**config.mk**
```make
export PLATFORM = sky130hd
export DESIGN_NAME = egg_countdown_flat
export DESIGN_NICKNAME = d
export VERILOG_FILES = /design/src/rtl/egg_countdown_if.sv /design/src/rtl/egg_countdown.sv /design/src/flat_wrapper.sv
export SDC_FILE = /design/constraint.sdc
export NUM_CORES = 1
export LEC_CHECK = 0
export BUFFER_PORTS_ARGS = -buffer_cell sky130_fd_sc_hd__buf_2
export CORE_MARGIN = 2
export CORE_UTILIZATION = 41
export DETAILED_ROUTE_END_ITERATION = 16
export GPL_TIMING_DRIVEN = 1
export PLACE_DENSITY = 0.71
export REMOVE_ABC_BUFFERS = 1
export SYNTH_ARGS = -nofsm -noshare
export SYNTH_HDL_FRONTEND = slang
export SYNTH_SLANG_ARGS = --single-unit
```
**constraint.sdc**
```tcl
create_clock -name clk_in -period 2.26 [get_ports clk_in]
set_input_delay 0.452 -clock clk_in [delete_from_list [all_inputs] [get_ports clk_in]]
set_output_delay 0.452 -clock clk_in [all_outputs]
set_load 0.005 [all_outputs]
```
**src/rtl/egg_countdown_if.sv**
```systemverilog
// Signal bundle between the egg timer control/divider side and the MM:SS countdown core.
// dbg_state mirrors the core's FSM state (IDLE=0, RUN=1, PAUSE=2, DONE=3) for observation.
interface egg_countdown_if;
  logic       tick_in;
  logic       load;
  logic [7:0] load_min;
  logic [7:0] load_sec;
  logic       start;
  logic       stop;
  logic       div_enable;
  logic [7:0] min_bcd;
  logic [7:0] sec_bcd;
  logic       running;
  logic       alarm;
  logic       load_err;
  logic [1:0] dbg_state;

  // Inputs are levels sampled on every clk_in edge; there is no valid/ready
  // handshake. load_err is a one-cycle response to a rejected load.
  modport master (
    output tick_in, load, load_min, load_sec, start, stop,
    input  div_enable, min_bcd, sec_bcd, running, alarm, load_err, dbg_state
  );

  modport slave (
    input  tick_in, load, load_min, load_sec, start, stop,
    output div_enable, min_bcd, sec_bcd, running, alarm, load_err, dbg_state
  );
endinterface

```
**src/rtl/egg_countdown.sv**
```systemverilog
// MM:SS BCD countdown core of the egg timer, fed by the 1 Hz divider's square wave.
// Optional macro EGG_ALARM_TIMEOUT_EN: alarm auto-clears after ALARM_SECS ticks in DONE.
module egg_countdown #(
  parameter int ALARM_SECS = 10
) (
  input  logic             clk_in,
  input  logic             reset,
  egg_countdown_if.slave   bus
);

  typedef enum logic [1:0] {
    IDLE  = 2'd0,
    RUN   = 2'd1,
    PAUSE = 2'd2,
    DONE  = 2'd3
  } state_t;

  state_t      state_q, state_d;
  logic [7:0]  min_q, min_d;
  logic [7:0]  sec_q, sec_d;
  logic        load_err_q, load_err_d;
  logic        tick_dly_q;
  logic        tick_pulse;
  logic        load_ok;
  logic [15:0] dec_val;

  function automatic logic [15:0] bcd_dec(input logic [15:0] v);
    logic [3:0] mt, mo, st, so;
    {mt, mo, st, so} = v;
    if (so != 4'd0) so = so - 4'd1;
    else begin
      so = 4'd9;
      if (st != 4'd0) st = st - 4'd1;
      else begin
        st = 4'd5;
        if (mo != 4'd0) mo = mo - 4'd1;
        else begin
          mo = 4'd9;
          mt = mt - 4'd1;
        end
      end
    end
    return {mt, mo, st, so};
  endfunction

  assign tick_pulse = bus.tick_in & ~tick_dly_q;
  assign dec_val    = bcd_dec({min_q, sec_q});
  assign load_ok    = (bus.load_min[7:4] <= 4'd9) && (bus.load_min[3:0] <= 4'd9) &&
                      (bus.load_sec[7:4] <= 4'd5) && (bus.load_sec[3:0] <= 4'd9);

`ifdef EGG_ALARM_TIMEOUT_EN
  localparam int CW = (ALARM_SECS < 2) ? 1 : $clog2(ALARM_SECS);
  logic [CW-1:0] acnt_q, acnt_d;

  always_ff @(posedge clk_in or negedge reset) begin
    if (!reset) acnt_q <= '0;
    else        acnt_q <= acnt_d;
  end
`else
  localparam int alarm_secs_unused = ALARM_SECS;
`endif

  always_ff @(posedge clk_in or negedge reset) begin
    if (!reset) begin
      state_q    <= IDLE;
      min_q      <= 8'h00;
      sec_q      <= 8'h00;
      load_err_q <= 1'b0;
      tick_dly_q <= 1'b0;
    end else begin
      state_q    <= state_d;
      min_q      <= min_d;
      sec_q      <= sec_d;
      load_err_q <= load_err_d;
      tick_dly_q <= bus.tick_in;
    end
  end

  // Priority per cycle: stop > load > start > tick_pulse.
  always_comb begin
    state_d    = state_q;
    min_d      = min_q;
    sec_d      = sec_q;
    load_err_d = 1'b0;
`ifdef EGG_ALARM_TIMEOUT_EN
    acnt_d     = acnt_q;
`endif
    case (state_q)
      IDLE, PAUSE: begin
        if (bus.stop) begin
          if (state_q == PAUSE) state_d = IDLE;
        end else if (bus.load) begin
          if (load_ok) begin
            min_d = bus.load_min;
            sec_d = bus.load_sec;
          end else begin
            load_err_d = 1'b1;
          end
        end else if (bus.start && ({min_q, sec_q} != 16'h0000)) begin
          // A zero value never enters RUN, so the decrement cannot underflow.
          state_d = RUN;
        end
      end
      RUN: begin
        if (bus.stop) begin
          state_d = PAUSE;
        end else if (tick_pulse) begin
          {min_d, sec_d} = dec_val;
          if (dec_val == 16'h0000) begin
            state_d = DONE;
`ifdef EGG_ALARM_TIMEOUT_EN
            acnt_d  = '0;
`endif
          end
        end
      end
      DONE: begin
        if (bus.stop) begin
          state_d = IDLE;
`ifdef EGG_ALARM_TIMEOUT_EN
          acnt_d  = '0;
        end else if (tick_pulse) begin
          if (acnt_q == CW'(ALARM_SECS - 1)) begin
            state_d = IDLE;
            acnt_d  = '0;
          end else begin
            acnt_d  = acnt_q + 1'b1;
          end
`endif
        end
      end
      default: state_d = IDLE;
    endcase
  end

  assign bus.min_bcd   = min_q;
  assign bus.sec_bcd   = sec_q;
  assign bus.running   = (state_q == RUN);
  assign bus.alarm     = (state_q == DONE);
  assign bus.load_err  = load_err_q;
  assign bus.dbg_state = state_q;
`ifdef EGG_ALARM_TIMEOUT_EN
  assign bus.div_enable = (state_q == RUN) || (state_q == DONE);
`else
  assign bus.div_enable = (state_q == RUN);
`endif

endmodule

```
**src/flat_wrapper.sv**
```systemverilog
// flat-port wrapper written by rule: the top's interface ports become plain ports
module egg_countdown_flat 
#(
  parameter int ALARM_SECS = 10
)
  (clk_in, reset, bus_tick_in, bus_load, bus_load_min, bus_load_sec, bus_start, bus_stop, bus_div_enable, bus_min_bcd, bus_sec_bcd, bus_running, bus_alarm, bus_load_err, bus_dbg_state);
  egg_countdown_if bus_i ();
  input  logic clk_in;
  input  logic reset;
  input wire logic [$bits(bus_i.tick_in)-1:0] bus_tick_in;
  input wire logic [$bits(bus_i.load)-1:0] bus_load;
  input wire logic [$bits(bus_i.load_min)-1:0] bus_load_min;
  input wire logic [$bits(bus_i.load_sec)-1:0] bus_load_sec;
  input wire logic [$bits(bus_i.start)-1:0] bus_start;
  input wire logic [$bits(bus_i.stop)-1:0] bus_stop;
  output wire logic [$bits(bus_i.div_enable)-1:0] bus_div_enable;
  output wire logic [$bits(bus_i.min_bcd)-1:0] bus_min_bcd;
  output wire logic [$bits(bus_i.sec_bcd)-1:0] bus_sec_bcd;
  output wire logic [$bits(bus_i.running)-1:0] bus_running;
  output wire logic [$bits(bus_i.alarm)-1:0] bus_alarm;
  output wire logic [$bits(bus_i.load_err)-1:0] bus_load_err;
  output wire logic [$bits(bus_i.dbg_state)-1:0] bus_dbg_state;
  assign bus_i.tick_in = bus_tick_in;
  assign bus_i.load = bus_load;
  assign bus_i.load_min = bus_load_min;
  assign bus_i.load_sec = bus_load_sec;
  assign bus_i.start = bus_start;
  assign bus_i.stop = bus_stop;
  assign bus_div_enable = bus_i.div_enable;
  assign bus_min_bcd = bus_i.min_bcd;
  assign bus_sec_bcd = bus_i.sec_bcd;
  assign bus_running = bus_i.running;
  assign bus_alarm = bus_i.alarm;
  assign bus_load_err = bus_i.load_err;
  assign bus_dbg_state = bus_i.dbg_state;
  egg_countdown #(.ALARM_SECS(ALARM_SECS)) u_core (.clk_in(clk_in), .reset(reset), .bus(bus_i));
endmodule
```
### Word level (Yosys, flattened, before mapping)

Index checks and enable logic that the tools add are counted.
Widths: inputs -> output; s select.

| operators by class | value |
|---|---|
| $add $sub $neg | 4 |
| order comparisons | 4 |
| equal/unequal tests | 14 |
| mux-type cells | 34 |
| bitwise operators | 2 |
| reductions and logical operators | 14 |

Operator list:

| operator | count |
|---|---|
| $mux 8 | 10 |
| $mux 4 | 9 |
| $pmux 8 s2 | 2 |
| $logic_not 16->1 | 1 |
| $mux 2 | 8 |
| $reduce_bool 16->1 | 1 |
| $sub 4x1->4 const B | 4 |
| $le 4x4->1 const B | 3 |
| $ne 3x2->1 const B | 4 |
| $reduce_and 6->1 | 2 |
| $reduce_bool 4->1 | 3 |
| $ne 2x2->1 const B | 4 |
| $pmux 2 s3 | 1 |
| $eq 2x2->1 const B | 2 |
| $le 4x3->1 const B | 1 |
| $logic_and 1x1->1 | 4 |
| $mux 1 | 4 |
| $ne 2x1->1 const B | 2 |
| $ne 3x3->1 const B | 1 |
| $eq 2x1->1 const B | 1 |
| $logic_not 2->1 | 1 |
| $reduce_bool 2->1 | 1 |
| $reduce_or 2->1 | 1 |
| $and 1x1->1 | 1 |
| $not 1->1 | 1 |

| word-level totals | value |
|---|---|
| register bits after elaboration | 20 |
| input port bits | 22 |
| output and inout port bits | 22 |
| word-level logic and storage cells | 77 |

### Logic depth before layout (Yosys ltp)

Gate-level depths: netlist of the first run.

| depth | value |
|---|---|
| word-level depth | 9 |
| gate-level depth with buffers | 6 |
| depth with buffers taken out | 6 |

### Worst setup path after synthesis of the first run

OpenSTA, ideal clock, no wires.

| timing | value |
|---|---|
| path type | reg2reg |
| from | register u_core.sec_q[0], in the netlist u_core.bus.sec_bcd[0] |
| to | register u_core.min_q[7], in the netlist u_core.bus.min_bcd[7] |
| library setup time | 0.120 ns |
| arrival | 1.583 ns |
| required time | 2.140 ns |
| setup slack | 0.557 ns |
| stages on the path, launching flop included | 7 |
| buffers on the path | 2 |
| period minus slack after synthesis | 1.703 ns |
| cells stage by stage | dfrtp_1 buf_6 nor4_4 and3_1 buf_6 a41oi_2 o211a_1 |

| between the ends | value |
|---|---|
| longest elaborated chain between the ends | 5 |

RTL lines:

| element | RTL line | source |
|---|---|---|
| start: declaration | egg_countdown.sv:20 | `logic [7:0] sec_q, sec_d;` |
| start signal: assignment | egg_countdown.sv:67 | `sec_q <= 8'h00;` |
| start signal: assignment | egg_countdown.sv:73 | `sec_q <= sec_d;` |
| $reduce_bool 4->1 | egg_countdown.sv:30 | `if (so != 4'd0) so = so - 4'd1;` |
| $mux 4 | egg_countdown.sv:30 |  |
| $mux 8 | egg_countdown.sv:107 | `end else if (tick_pulse) begin` |
| $mux 8 | egg_countdown.sv:105 | `if (bus.stop) begin` |
| $pmux 8 s2 | egg_countdown.sv:88 | `case (state_q)` |
| end signal: assignment | egg_countdown.sv:72 | `min_q <= min_d;` |
| end: declaration | egg_countdown.sv:19 | `logic [7:0] min_q, min_d;` |

Every way passes these cells. The select of a mux whose other input is x is not followed.
A chain may end at the register's enable or synchronous reset.

### Worst setup path in the final report of the first run

| timing | value |
|---|---|
| from | register u_core.state_q[1], in the netlist u_core.bus.dbg_state[1] |
| to | output port bus_running |

| between the ends | value |
|---|---|
| longest elaborated chain between the ends | 1 |

RTL lines:

| element | RTL line | source |
|---|---|---|
| start: declaration | egg_countdown.sv:18 | `state_t state_q, state_d;` |
| start signal: assignment | egg_countdown.sv:71 | `state_q <= state_d;` |
| $eq 2x1->1 | egg_countdown.sv:138 | `assign bus.running = (state_q == RUN);` |
| end: declaration | flat_wrapper.sv:19 | `output wire logic [$bits(bus_i.running)-1:0] bus_running;` |

Every way passes these cells.

==> flow_summary.toml, run 1 <==
[global_routing]
grt_pass1_vias = 1314
grtUsageMet1_pct = 31.9
grt_max_degree = 30
grt_use_total_pct = 20.6
grt_antenna_before_repair = 0
grt_use_met3_pct = 3.93
top_usage_layer = "met1"
grtUsageMet2_pct = 29.5
gr-total-overflow = 0
grt_pass1_wl_um = 6670

[place]
place.gp.congestion = 0.840
io_buffers = 43
place_area_um2 = 1710
pre_cts_ws_ns = 0.306
dp_hpwl_um = 2790

[critical_path]
start_kind = "register"
worstSetupPathType = "register to output pin"
timing.rr.start = "u_core.bus.dbg_state[0]"
crit_fanout = 18
ff2ff_path_depth = 4
critPathArrivalTime_ns = 1.60
startpoint = "u_core.bus.dbg_state[1]"
crit_path_end_kind = "output pin"
critPathRequiredTime_ns = 1.81

[cells_and_area]
n_antenna_cell = 0
seqCellArea_um2 = 500
fill_cells = 332
nNetsFinal = 231
multi_input_area_um2 = 865
final_common_cell = "buf_2"
syn_to_final_growth_pct = 19.3
final_area_um2 = 1740
drive_gt1_share_pct = 31.6
final_cell_mix = "43 x buf_2, 20 x dfrtp_1, 15 x nor2_1"

[route]
vias = 1461
drc_errors = 0
drt-total-wl_um = 3880
via_per_inst = 5.80
drtIter0Drc = 67
dr.pass1.iters = 4
wire_per_inst_um = 15.4
ant_nets = 0

[clock_tree]
root_buffer = "clkbuf_4"
post_cts_resized = 0
post-cts-setup-buffers = 0
clk-insertion-delay-late_ns = 0.30
cts.sinks = 20
htreeDepth = 1
clock_path_buffers = 2
cts_buffers = 3
cts.clk_slew.worst_paths_ns = 0.12
holdBufCountCts = 0
cts_tree = "built"

[power]
irDropWorstVdd_v = 0.000277
leakagePower_nw = 0.774
p_per_area_nw_per_um2 = 685

[outcome]
outcome = "finished clean"

[timing]
setup-violations-final = 0
final.setup.tns_ns = 0
max_slew.worst_pin.slew_ns = 0.595
maxSlewViolCount = 0
fmax_mhz = 488
timing.final.crit_period_ns = 2.05
setup_ws_ns = 0.213
relSlewSlack_pct = 60.3
skew_ns = 0.0104
finalCritPeriodShare_pct = 90.6
final-hold-violation-count = 0
rsz0062_at_grt = "no"

[run]
cap_violations = 0

[min_path]
hp-class = "input port to asynchronous set/reset pin"

[synthesis]
synth_warnings = 0
synth_edf_count = 0
netlist_area_um2 = 1460
syn_area_per_cell_um2 = 8.80
ys.flop_type = "dfrtp_1"
synthCells = 166
synth_seq_cells = 20
synth-seq-area-share_pct = 34.3
synth_cell_types = 50
synth_async_sr_flop_share_pct = 100

[floorplanning]
coreArea_um2 = 3390
die_w_um = 63.7
die-area_um2 = 4050
chipHeight_um = 63.7
initial_core_util_pct = 43.1
ioPinCount = 44
std_cell_rows = 21
-- worst max-delay path: stages (launching register included) --
cell and delay, ns:
dfrtp_1 0.44, nand2b_1 0.18, inv_1 0.45, buf_2 0.22
-- Yosys cell counts (all sizes together) (2+ instances only) --
library cell   n  share of area, %
dfrtp         20                34
nor2          15               3.9
o211ai        13               6.7
o21ai         12               4.1
a21oi         10               3.4
clkbuf         8               2.1
inv            8               2.1
nand2          7               1.8
and3           5               2.3
nor3           5               1.7
a2bb2oi        4               2.4
buf            4               2.4
nor4           4               3.8
a22oi          3               1.5
a31oi          3               1.3
nand2b         3               1.8
nand4          3               1.3
o22ai          3               1.3
o31ai          3               1.9
a211o          2               1.4
a21o           2               1.1
a41oi          2               1.7
and2           2              0.86
ha             2               1.7
mux2i          2               1.4
nand3          2              0.69
nor4b          2               1.2
o31a           2               1.2
o32ai          2               1.2
-- registers in the layout, summed over array words and instances (netlist names) --
name / flops
u_core.bus.dbg_state: 2
u_core.tick_dly_q: 1
u_core.bus.load_err: 1
u_core.bus.sec_bcd: 8
u_core.bus.min_bcd: 8
-- layer usage --
layer | up-vias | part of all wire [%]
met5 | - | 0
met4 | 0 | 0.36
met3 | 2 | 5.8
met2 | 48 | 47
met1 | 691 | 47
li1 | 720 | -
-- where the power goes --
group	leakage (nW)	switching [mW]	internal, mW
logic	0.520	0.209	0.213
registers	0.233	0.134	0.425
clock network	0.0210	0.113	0.0982
total	0.774	0.456	0.737
-- stage by stage --
| step | std cells | power [mW] | util, % | hold slack [ns] |
|---|---|---|---|---|
| 2_1_floorplan | 154 | 0.788 | - | 0.156 |
| 3_3_place_gp | 248 | 0.987 | 50.3 | 0.432 |
| 3_5_place_dp | 248 | 0.988 | 50.3 | 0.443 |
| 4_1_cts | 252 | 1.20 | 51.4 | 0.103 |
| 5_1_grt | 252 | 1.30 | 51.4 | 0.0886 |
| 6_report | 252 | 1.19 | 51.4 | 0.0844 |
-- cells by family after synthesis --
kind of cell / count (synthesis) / share of synthesized area (%)
adders and majority gates: 2 / 1.71
muxes: 2 / 1.37
buffers and inverters: 20 / 6.51
and+or+nand+nor: 54 / 22.9
xor gates and xnor gates: 1 / 0.600
AOI/OAI and AO/OA: 67 / 32.6
DFF: 20 / 34.3
-- cell type report --
| type | instances | area share (%) |
|---|---|---|
| timing repair buffer | 48 | 14.5 |
| multi-input combinational | 126 | 49.6 |
| inverter | 8 | 1.72 |
| tap | 46 | 3.30 |
| sequential | 20 | 28.7 |
| clock buffer | 4 | 2.08 |
-- worst paths after layout --
path	slack [ns]	end
hold / removal	0.08	u_core.tick_dly_q
max in group asynchronous	1.85	u_core.bus.sec_bcd[3]
setup / recovery	0.21	bus_running
setup reg to reg	0.37	u_core.bus.sec_bcd[0]
min in group clk_in	0.27	u_core.tick_dly_q
hold reg to reg	0.59	u_core.bus.dbg_state[1]
(Power assumes the default switching activity.)
==> run 2, diff against run 1 <==
CAP_MARGIN = 10   (was default)
CORE_ASPECT_RATIO = 1.1   (was default)
==> run 2 against run 1 <==
Critical endpoint is now bus_div_enable. Combinational power increased by 2%. Total power increased by 0.50%. Clock-buffer cell count unchanged. Clock skew decreased by 0.0085 ns. Core utilization increased by 0.13 points. Design area increased by 0.14%.
==> flow_summary.toml, run 2 (synthesis gave the netlist of run 1 again) <==
[outcome]
outcome = "finished clean"

[floorplanning]
std_cell_rows = 22
ioPinCount = 44
die-area_um2 = 4060
chipHeight_um = 66.6
die_w_um = 60.9
coreArea_um2 = 3390
initial_core_util_pct = 43.1

[critical_path]
startpoint = "u_core.bus.dbg_state[1]"
r2r-end = "u_core.bus.sec_bcd[0]"
cp_num_buf_inv = 2
slowest_stage = "inv_1"
cpLargestDelayFamily = "buffers and inverters"
crit_path_end_kind = "output pin"
critPathRequiredTime_ns = 1.81
crit_chain = "nand2b_1 > inv_1 > buf_2"
ff2ff_path_depth = 4
crit_fanout = 18
start_kind = "register"
cp.depth = 3
worstSetupPathType = "register to output pin"
critPathArrivalTime_ns = 1.64
cp_slowest_stage_delay_ns = 0.48
r2r_slack_ns = 0.39
timing.rr.start = "u_core.bus.dbg_state[0]"

[global_routing]
gr-total-overflow = 0
grt_antenna_before_repair = 0
grt_pass1_vias = 1371
grt_pass1_wl_um = 6660
grt_use_total_pct = 21.6
grt_max_degree = 30

[clock_tree]
htreeDepth = 1
holdBufCountCts = 0
clock_path_buffers = 2
post-cts-setup-buffers = 0
cts.sinks = 20
cts.clk_slew.worst_paths_ns = 0.12
post_cts_resized = 0
root_buffer = "clkbuf_4"
clk-insertion-delay-late_ns = 0.30
cts_tree = "built"
cts_buffers = 3

[timing]
fmax_mhz = 478
setup-violations-final = 0
max_slew.worst_pin.slew_ns = 0.634
skew_ns = 0.00193
final-hold-violation-count = 0
finalCritPeriodShare_pct = 92.5
relSlewSlack_pct = 57.7
maxSlewViolCount = 0
hold-worst-slack_ns = 0.0858
rsz0062_at_grt = "no"
timing.final.crit_period_ns = 2.09
final.setup.tns_ns = 0
setup_ws_ns = 0.169

[route]
via_per_inst = 5.99
wire_per_inst_um = 15.9
drc_errors = 0
vias = 1522
ant_nets = 0
drtIter0Drc = 48
dr.pass1.iters = 4
drt-total-wl_um = 4040

[place]
place_area_um2 = 1710
io_buffers = 43
pre_cts_ws_ns = 0.379
dp_hpwl_um = 2980
place.gp.congestion = 0.829

[cells_and_area]
final_cell_mix = "43 x buf_2, 20 x dfrtp_1, 15 x nor2_1"
nNetsFinal = 231
n_antenna_cell = 0
final_common_cell = "buf_2"
syn_to_final_growth_pct = 19.5
drive_gt1_share_pct = 31.6
final_area_um2 = 1740

[power]
p_total_mw = 1.20
leakagePower_nw = 0.774
irDropWorstVdd_v = 0.000313
p_per_area_nw_per_um2 = 688

[min_path]
hp-class = "input port to asynchronous set/reset pin"

[run]
cap_violations = 0
==> run 2: worst max-delay path by stage <==
stage	end	slack (ns)
after CTS	bus_div_enable	0.15
after floorplan	u_core.bus.sec_bcd[1]	0.25
final	bus_div_enable	0.17
after global placement	u_core.bus.sec_bcd[0]	0.41
after detailed placement	u_core.bus.sec_bcd[6]	0.38
after global routing	bus_div_enable	0.02
==> run 2: layout make-up <==
type                       count  area [um2]
clock buffer                   4        36.3
fill                         357        1640
inverter                       8        30.0
multi-input combinational    126         865
sequential                    20         500
tap                           48        60.1
timing repair buffer          48         253
==> run 2: metrics by stage <==
stage	instances	util, %
CTS	254	51.5
detailed placement	250	50.4
finish	254	51.5
floorplan	154	-
global placement	250	50.4
global route	254	51.5
==> run 2: power by group <==
group / leakage [nW] / internal [mW] / switching, mW
Clock: 0.0210 / 0.0982 / 0.112
Combinational: 0.520 / 0.213 / 0.218
Sequential: 0.233 / 0.425 / 0.133
==> run 2: worst register-to-register path, cell delays in order (launching register included) <==
cell and delay [ns]:
dfrtp_1 0.48, nand2b_4 0.20, or2_1 0.34, o21a_1 0.37
a211o_2 0.39
==> run 2: per-layer routing <==
metal  track usage [%]  share of wire [%]
met1              30.2                 45
met2              35.1                 49
met3              2.52                5.6
met4              4.89               0.89
met5                 0                  0
==> run 3, diff against run 2 <==
CTS_CLUSTER_SIZE = 10   (was default)
REMOVE_ABC_BUFFERS = default   (was 1)
==> run 3 against run 2 <==
First-iteration DRC count up 52%. Setup slack better by 0.037 ns. Clock-buffer cell count unchanged. Sequential share of layout area did not move. Die area unchanged. Via count shrank 3.3%. Sequential cell count did not move. Wire length fell by 4.0%. Hold slack got worse by 0.0052 ns. Critical endpoint unchanged.
==> flow_summary.toml, run 3 (synthesis gave the netlist of run 1 again) <==
[clock_tree]
cts.clk_slew.worst_paths_ns = 0.11
root_buffer = "clkbuf_4"
clock_path_buffers = 2
cts_tree = "built"
cts.sinks = 20
htreeDepth = 1
cts_buffers = 3
holdBufCountCts = 0
post-cts-setup-buffers = 0
post_cts_resized = 0
clk-insertion-delay-late_ns = 0.30

[floorplanning]
initial_core_util_pct = 43.1
die-area_um2 = 4060
die_w_um = 60.9
ioPinCount = 44
chipHeight_um = 66.6
std_cell_rows = 22
coreArea_um2 = 3390

[critical_path]
crit_path_end_kind = "output pin"
critPathRequiredTime_ns = 1.81
crit_fanout = 18
crit_chain = "nand2b_1 > inv_1 > buf_2"
start_kind = "register"
critPathArrivalTime_ns = 1.60
timing.rr.start = "u_core.bus.min_bcd[0]"
slowest_stage = "inv_1"
r2r-end = "u_core.bus.min_bcd[7]"
worstSetupPathType = "register to output pin"
cp_slowest_stage_delay_ns = 0.47
ff2ff_path_depth = 4
r2r_slack_ns = 0.43

[run]
cap_violations = 0

[power]
swShare_pct = 38.3
leakagePower_nw = 0.774
sequentialPowerShare_pct = 46.6
power.internal_mw = 0.737
p_total_mw = 1.19
clkPwrFrac_pct = 17.5
p_per_area_nw_per_um2 = 684
combPwrFrac_pct = 35.9
irDropWorstVdd_v = 0.000314
p_switching_mw = 0.457

[timing]
skew_ns = 0.00228
final.setup.tns_ns = 0
max_slew.worst_pin.slew_ns = 0.620
setup_ws_ns = 0.206
maxSlewViolCount = 0
fmax_mhz = 487
setup-violations-final = 0
finalCritPeriodShare_pct = 90.9
rsz0062_at_grt = "no"
timing.final.crit_period_ns = 2.05
final-hold-violation-count = 0
relSlewSlack_pct = 58.6
hold-worst-slack_ns = 0.0806

[route]
vias = 1472
wire_per_inst_um = 15.2
drc_errors = 0
dr.pass1.iters = 4
drtIter0Drc = 73
ant_nets = 0
via_per_inst = 5.80
drt-total-wl_um = 3870

[cells_and_area]
fin_util_pct = 51.5
drive_gt1_share_pct = 31.6
fill_cells = 338
final_common_cell = "buf_2"
final_cell_mix = "43 x buf_2, 20 x dfrtp_1, 15 x nor2_1"
n_antenna_cell = 0
syn_to_final_growth_pct = 19.5
final_area_um2 = 1740
instances_no_fill = 254
nNetsFinal = 231

[place]
pre_cts_ws_ns = 0.369
place.gp.congestion = 0.876
dp.cells = 250
place_area_um2 = 1710
io_buffers = 43
dp_hpwl_um = 2870

[global_routing]
grt_max_degree = 30
top_usage_layer = "met2"
grt_pass1_wl_um = 6420
grt_pass1_vias = 1367
grtUsageMet2_pct = 31.7
grtUsageMet1_pct = 29.1
grt_use_total_pct = 20.8
grt_antenna_before_repair = 0
gr-total-overflow = 0
grt_use_met3_pct = 3.69

[synthesis]
syn_nets = 190

[outcome]
outcome = "finished clean"

[min_path]
hp-class = "input port to asynchronous set/reset pin"
-- run 3: cell counts in the layout (fill, tap and decap cells not counted) --
No cell type changed its count.
-- run 3: how the worst max path moves through the flow --
| stage | from | slack, ns | cells past startpoint | endpoint |
|---|---|---|---|---|
| final | u_core.bus.dbg_state[1] | 0.21 | 3 | bus_div_enable |
| after global routing | u_core.bus.dbg_state[0] | 0.15 | 3 | bus_div_enable |
| after CTS | u_core.bus.dbg_state[1] | 0.21 | 3 | bus_div_enable |
| after detailed placement | bus_load_sec[2] | 0.37 | 5 | u_core.bus.sec_bcd[0] |
| after global placement | bus_load_sec[2] | 0.39 | 5 | u_core.bus.sec_bcd[0] |
| after floorplan | u_core.bus.sec_bcd[0] | 0.56 | 6 | u_core.bus.min_bcd[7] |
-- run 3: power groups by stage --
stage	Clock [mW]	Sequential [mW]	Combinational [mW]
finish	0.208	0.556	0.429
global route	0.234	0.572	0.481
CTS	0.215	0.554	0.429
detailed placement	0	0.563	0.426
global placement	0	0.560	0.427
floorplan	0	0.538	0.272
-- run 3: area by class of cell --
type / instances / area, um2 / area share (%)
timing repair buffer: 48 / 253 / 14.5
sequential: 20 / 500 / 28.7
inverter: 8 / 30.0 / 1.72
multi-input combinational: 126 / 865 / 49.6
tap: 48 / 60.1 / 3.44
clock buffer: 4 / 36.3 / 2.08
-- run 3: per-layer routing --
| metal | vias to the layer above | share of wire, % |
|---|---|---|
| met1 | 702 | 48 |
| met5 | - | 0 |
| met2 | 42 | 46 |
| li1 | 724 | - |
| met3 | 4 | 5.4 |
| met4 | 0 | 0.80 |
-- run 3: critical path, delay by kind of cell, from the launching register on --
kind / cells / cell delay, ns
buffers and inverters: 2 / 0.69
flip-flops: 1 / 0.44
AND/OR/NAND/NOR: 1 / 0.17
